==> src/rtl/mac_parallel_seq_ctrl.sv <==
// mac_parallel_seq_ctrl
//
// Job sequencer for the 16-lane parallel MAC (unregistered-operand variant).
// Accepts a job descriptor, streams operand vectors into the MAC with a
// valid/ready handshake, drives mul_en/acc_en/load_accum so that stalls, the
// pipeline drain and accumulator seeding are exact, and then holds the result
// until the consumer takes it.
//
// Ports:
//   clk, reset        clock, synchronous active-high reset (shared with MAC)
//   job_valid/ready   job descriptor handshake; job_len = vector count N,
//                     job_chain = 1 continues from accum_out, 0 seeds from
//                     accum_prev
//   vec_valid/ready   operand vector handshake; vec_idx = requested vector
//   mul_en, acc_en,   MAC pipeline controls
//   load_accum
//   out_valid/ready   result handshake
//   busy              controller is not idle
module mac_parallel_seq_ctrl #(
    parameter int unsigned CNT_W     = 8,
    parameter int unsigned DRAIN_CYC = 2
) (
    input  logic             clk,
    input  logic             reset,
    input  logic             job_valid,
    output logic             job_ready,
    input  logic [CNT_W-1:0] job_len,
    input  logic             job_chain,
    input  logic             vec_valid,
    output logic             vec_ready,
    output logic [CNT_W-1:0] vec_idx,
    output logic             mul_en,
    output logic             acc_en,
    output logic             load_accum,
    output logic             out_valid,
    input  logic             out_ready,
    output logic             busy
);

    localparam int unsigned DrainW = (DRAIN_CYC > 1) ? $clog2(DRAIN_CYC) : 1;

    typedef enum logic [1:0] {StIdle, StRun, StDrain, StDone} state_e;

    state_e              state_q, state_d;
    logic [CNT_W-1:0]    len_q, len_d;
    logic                chain_q, chain_d;
    logic [CNT_W-1:0]    idx_q, idx_d;
    logic [1:0]          adv_q, adv_d;
    logic [DrainW-1:0]   drain_q, drain_d;

    always_ff @(posedge clk) begin
        if (reset) begin
            state_q <= StIdle;
            len_q   <= '0;
            chain_q <= 1'b0;
            idx_q   <= '0;
            adv_q   <= '0;
            drain_q <= '0;
        end else begin
            state_q <= state_d;
            len_q   <= len_d;
            chain_q <= chain_d;
            idx_q   <= idx_d;
            adv_q   <= adv_d;
            drain_q <= drain_d;
        end
    end

    logic job_ready_c, vec_ready_c, mul_en_c, acc_en_c, out_valid_c;

    always_comb begin
        state_d     = state_q;
        len_d       = len_q;
        chain_d     = chain_q;
        idx_d       = idx_q;
        adv_d       = adv_q;
        drain_d     = drain_q;
        job_ready_c = 1'b0;
        vec_ready_c = 1'b0;
        mul_en_c    = 1'b0;
        acc_en_c    = 1'b0;
        out_valid_c = 1'b0;

        unique case (state_q)
            StIdle: begin
                job_ready_c = 1'b1;
                if (job_valid) begin
                    len_d   = job_len;
                    chain_d = job_chain;
                    idx_d   = '0;
                    adv_d   = '0;
                    // Zero-length job leaves the MAC untouched
                    state_d = (job_len == '0) ? StDone : StRun;
                end
            end
            StRun: begin
                vec_ready_c = 1'b1;
                // Enables follow vec_valid directly so a bubble freezes the pipe
                mul_en_c    = vec_valid;
                acc_en_c    = vec_valid;
                if (vec_valid) begin
                    idx_d = idx_q + CNT_W'(1);
                    if (idx_q == len_q - CNT_W'(1)) begin
                        drain_d = '0;
                        state_d = StDrain;
                    end
                end
            end
            StDrain: begin
                acc_en_c = 1'b1;
                drain_d  = drain_q + DrainW'(1);
                if (drain_q == DrainW'(DRAIN_CYC - 1)) begin
                    state_d = StDone;
                end
            end
            StDone: begin
                out_valid_c = 1'b1;
                if (out_ready) begin
                    state_d = StIdle;
                end
            end
            default: state_d = StIdle;
        endcase

        // Advance counter saturates at 3; only values 0..2 matter for seeding
        if (acc_en_c && adv_q != 2'd3) begin
            adv_d = adv_q + 2'd1;
        end
    end

    // Outputs forced low while reset is held, independent of register state
    always_comb begin
        job_ready  = 1'b0;
        vec_ready  = 1'b0;
        vec_idx    = '0;
        mul_en     = 1'b0;
        acc_en     = 1'b0;
        load_accum = 1'b0;
        out_valid  = 1'b0;
        busy       = 1'b0;
        if (!reset) begin
            job_ready  = job_ready_c;
            vec_ready  = vec_ready_c;
            vec_idx    = idx_q;
            mul_en     = mul_en_c;
            acc_en     = acc_en_c;
            // Third advance carries psum(v0) into accum; overwrite the garbage
            // from the first two advances with accum_prev + psum(v0)
            load_accum = acc_en_c && (adv_q == 2'd2) && !chain_q;
            out_valid  = out_valid_c;
            busy       = (state_q != StIdle);
        end
    end

endmodule

==> config.mk <==
export PLATFORM = sky130hd
export DESIGN_NAME = mac_parallel_seq_ctrl
export DESIGN_NICKNAME = d
export VERILOG_FILES = /design/src/rtl/mac_parallel_seq_ctrl.sv
export SDC_FILE = /design/constraint.sdc
export NUM_CORES = 1
export LEC_CHECK = 0
export CELL_PAD_IN_SITES_DETAIL_PLACEMENT = 1
export CELL_PAD_IN_SITES_GLOBAL_PLACEMENT = 2
export CORE_MARGIN = 4
export CORE_UTILIZATION = 32
export DETAILED_ROUTE_END_ITERATION = 8
export PLACE_DENSITY = 0.82
export SLEW_MARGIN = 15
export SYNTH_ARGS = -nofsm -noshare
export SYNTH_HDL_FRONTEND = slang
export SYNTH_SLANG_ARGS = --single-unit
==> constraint.sdc <==
create_clock -name clk -period 3.23 [get_ports clk]
set_input_delay 0.646 -clock clk [delete_from_list [all_inputs] [get_ports clk]]
set_output_delay 0.646 -clock clk [all_outputs]
set_load 0.05 [all_outputs]
==> impl_metrics.csv <==
group,metric,value,unit
status,status,"finished, final reports clean",
clock_tree,clk_latency,270,ps
timing,finalSetupTns,0,ps
floorplan,die-height,76.1,um
synth,ys_seq_area_share,29.7,%
synth,netlist_instances,189,
global_routing,grt.total_usage,14.5,%
synth,synth.distinct_cells,40,
timing,period_share,86.5,%
clock_tree,h-tree-depth,1,
finish,n_antenna_cell,0,
drt,ant_nets,0,
drt,vias,1336,
global_routing,grt_max_degree,19,
placement,gp_congestion,0.709,
power,p_per_area,560,nW/um^2
min_path,worst_hold_path_type,"reg2reg",
global_routing,overflow,0,
synth,synth-seq-cells,22,
drt,wl_per_cell,15.2,um
global_routing,first_global_vias,1549,
timing,period_needed,2800,ps
clock_tree,clock_sinks,22,
clock_tree,ctsResizeCount,0,
drt,drc,0,
finish,areaGrowthSynthToFinish,36.0,%
timing,tightest_slew,757,ps
synth,synth.cell_area,1480,um^2
synth,synth_nets,211,
floorplan,initial_utilization,33.6,%
placement,dp_hpwl,3.23,mm
timing,finClkSkew,4.49,ps
timing,drv_slew,0,
floorplan,fp.coreArea,4410,um^2
synth,synth_edf_count,0,
clock_tree,cts.clk_slew.worst_paths,90,ps
placement,dpl_worst_slack,437,ps
critical_path,critPathMaxFanout,6,
clock_tree,clk_path_buf_depth,2,
global_routing,grt_pass1_wl,7.11,mm
critical_path,worstPathArrival,2150,ps
timing,max_freq,358,MHz
timing,hold_slack,484,ps
floorplan,pin_count,29,
clock_tree,holdBufCountCts,0,
finish,nets,238,
finish,drive_gt1_share,14.0,%
synth,ys.flop_type,"dfxtp_1",
global_routing,antenna_found_initial,0,
clock_tree,cts-root-buf,"clkbuf_8",
timing,worst_slack,435,ps
critical_path,path_class,"in2out",
drt,drt_iter0_drc,80,
synth,syn_area_per_cell,7.84,um^2
placement,port_buffers,28,
power,power,1130,uW
timing,rsz0062_at_grt,"no",
synth,ys_async_sr_fraction,0,%
flow_run,cap_violations,0,
drt,first_pass_iters,4,
timing,finalHoldViolations,0,
critical_path,crit_path_start_kind,"input pin",
timing,slew_headroom,49.1,%
drt,wirelength,4.05,mm
clock_tree,cts_buffers,3,
floorplan,die_area,5790,um^2
floorplan,fp.dieW,76.1,um
clock_tree,cts_tree,"built",
power,p_leak,0.000847,uW
power,ir_drop,0.274,mV
critical_path,required,2580,ps
critical_path,worst_setup_path_end_kind,"output pin",
floorplan,row_count,24,
timing,final-setup-viol-count,0,
drt,viasPerCell,5.00,
synth,ys.warnings.count,0,
clock_tree,cts_setup_buffers,0,
-- registers in the layout, indices dropped and copies added, names as in the netlist --
signal	flops
idx_q	8
len_q	8
adv_q	2
state_q	2
chain_q	1
drain_q	1
-- synthesized netlist by cell type, types with 2 or more instances --
cell / number / share of area [%]
dfxtp_1: 22 / 30
nor4_1: 3 / 1.3
nand2_1: 28 / 7.1
mux2i_1: 2 / 1.4
and2_1: 2 / 0.84
clkbuf_1: 6 / 1.5
or3_1: 2 / 0.84
nor3_1: 4 / 1.4
nand4_1: 3 / 1.3
nor2b_1: 16 / 6.8
and3_1: 4 / 1.7
o21bai_1: 3 / 1.5
xor2_1: 8 / 4.7
nand2b_1: 5 / 2.1
o21ai_0: 4 / 1.4
ha_1: 8 / 6.8
nor2_1: 14 / 3.5
inv_1: 10 / 2.5
a21oi_1: 15 / 5.1
xnor2_1: 7 / 4.1
nor3_2: 2 / 1.4
a211o_1: 2 / 1.2
a21o_1: 2 / 1.0
-- through the flow --
step	instance area, um^2	instances	utilization [%]
2_1_floorplan	1480	189	-
3_3_place_gp	1960	263	44.4
3_5_place_dp	1960	263	44.4
4_1_cts	2020	267	45.7
5_1_grt	2020	267	45.7
6_report	2020	267	45.7
-- per-layer routing --
layer,track usage [%],vias to the layer above,share of wire (%)
met1,17.0,616,43
met4,4.37,0,1.2
met5,0,-,0
met3,2.96,5,3.6
li1,-,690,-
met2,26.4,25,52
-- final timing paths --
path / from / to / slack, ps / cells past startpoint
worst max-delay path: vec_valid / load_accum / 430 / 5
worst min register to register: chain_q / chain_q / 480 / 2
worst min-delay path: chain_q / chain_q / 480 / 2
worst max register to register: state_q[0] / idx_q[5] / 1080 / 8
-- cell type report --
class / count / area, um^2
fill: 521 / 2400
multi-input combinational: 149 / 973
timing repair buffer: 30 / 445
sequential: 22 / 440
tap: 52 / 65.1
clock buffer: 4 / 55.1
inverter: 10 / 37.5
-- placed cells by master, fill, tap and decap left out, types with 3 or more instances in the layout --
master,n
nor2_1,14
o21ai_0,4
buf_12,15
o21bai_1,3
nor4_1,3
a21oi_1,15
dfxtp_1,22
nand4_1,3
clkbuf_8,4
clkdlybuf4s50_1,13
xnor2_1,7
ha_1,8
inv_1,10
and3_1,4
nor3_1,4
nand2_1,28
nand2b_1,5
xor2_1,8
nor2b_1,16
-- logic make-up after synthesis --
logic type	Yosys count	share of synthesized area [%]
adders and majority gates	8	6.75
buffers and inverters	18	4.64
muxes	3	2.11
xor gates and xnor gates	15	8.86
DFF	22	29.7
and+or+nand+nor	89	31.0
AOI/OAI and AO/OA	34	17.0
-- where the power goes --
| group | total (uW) | switching (uW) | internal [uW] |
|---|---|---|---|
| Sequential | 347 | 41.5 | 306 |
| Combinational | 574 | 330 | 244 |
| Clock | 209 | 99.8 | 109 |
-- critical path, cell delays in order --
cell             delay (ps)
clkdlybuf4s50_1         580
a21o_1                  150
nand2_1                  90
nor4b_1                 480
buf_12                  210
Note: power is estimated with default switching activity, not from simulation.
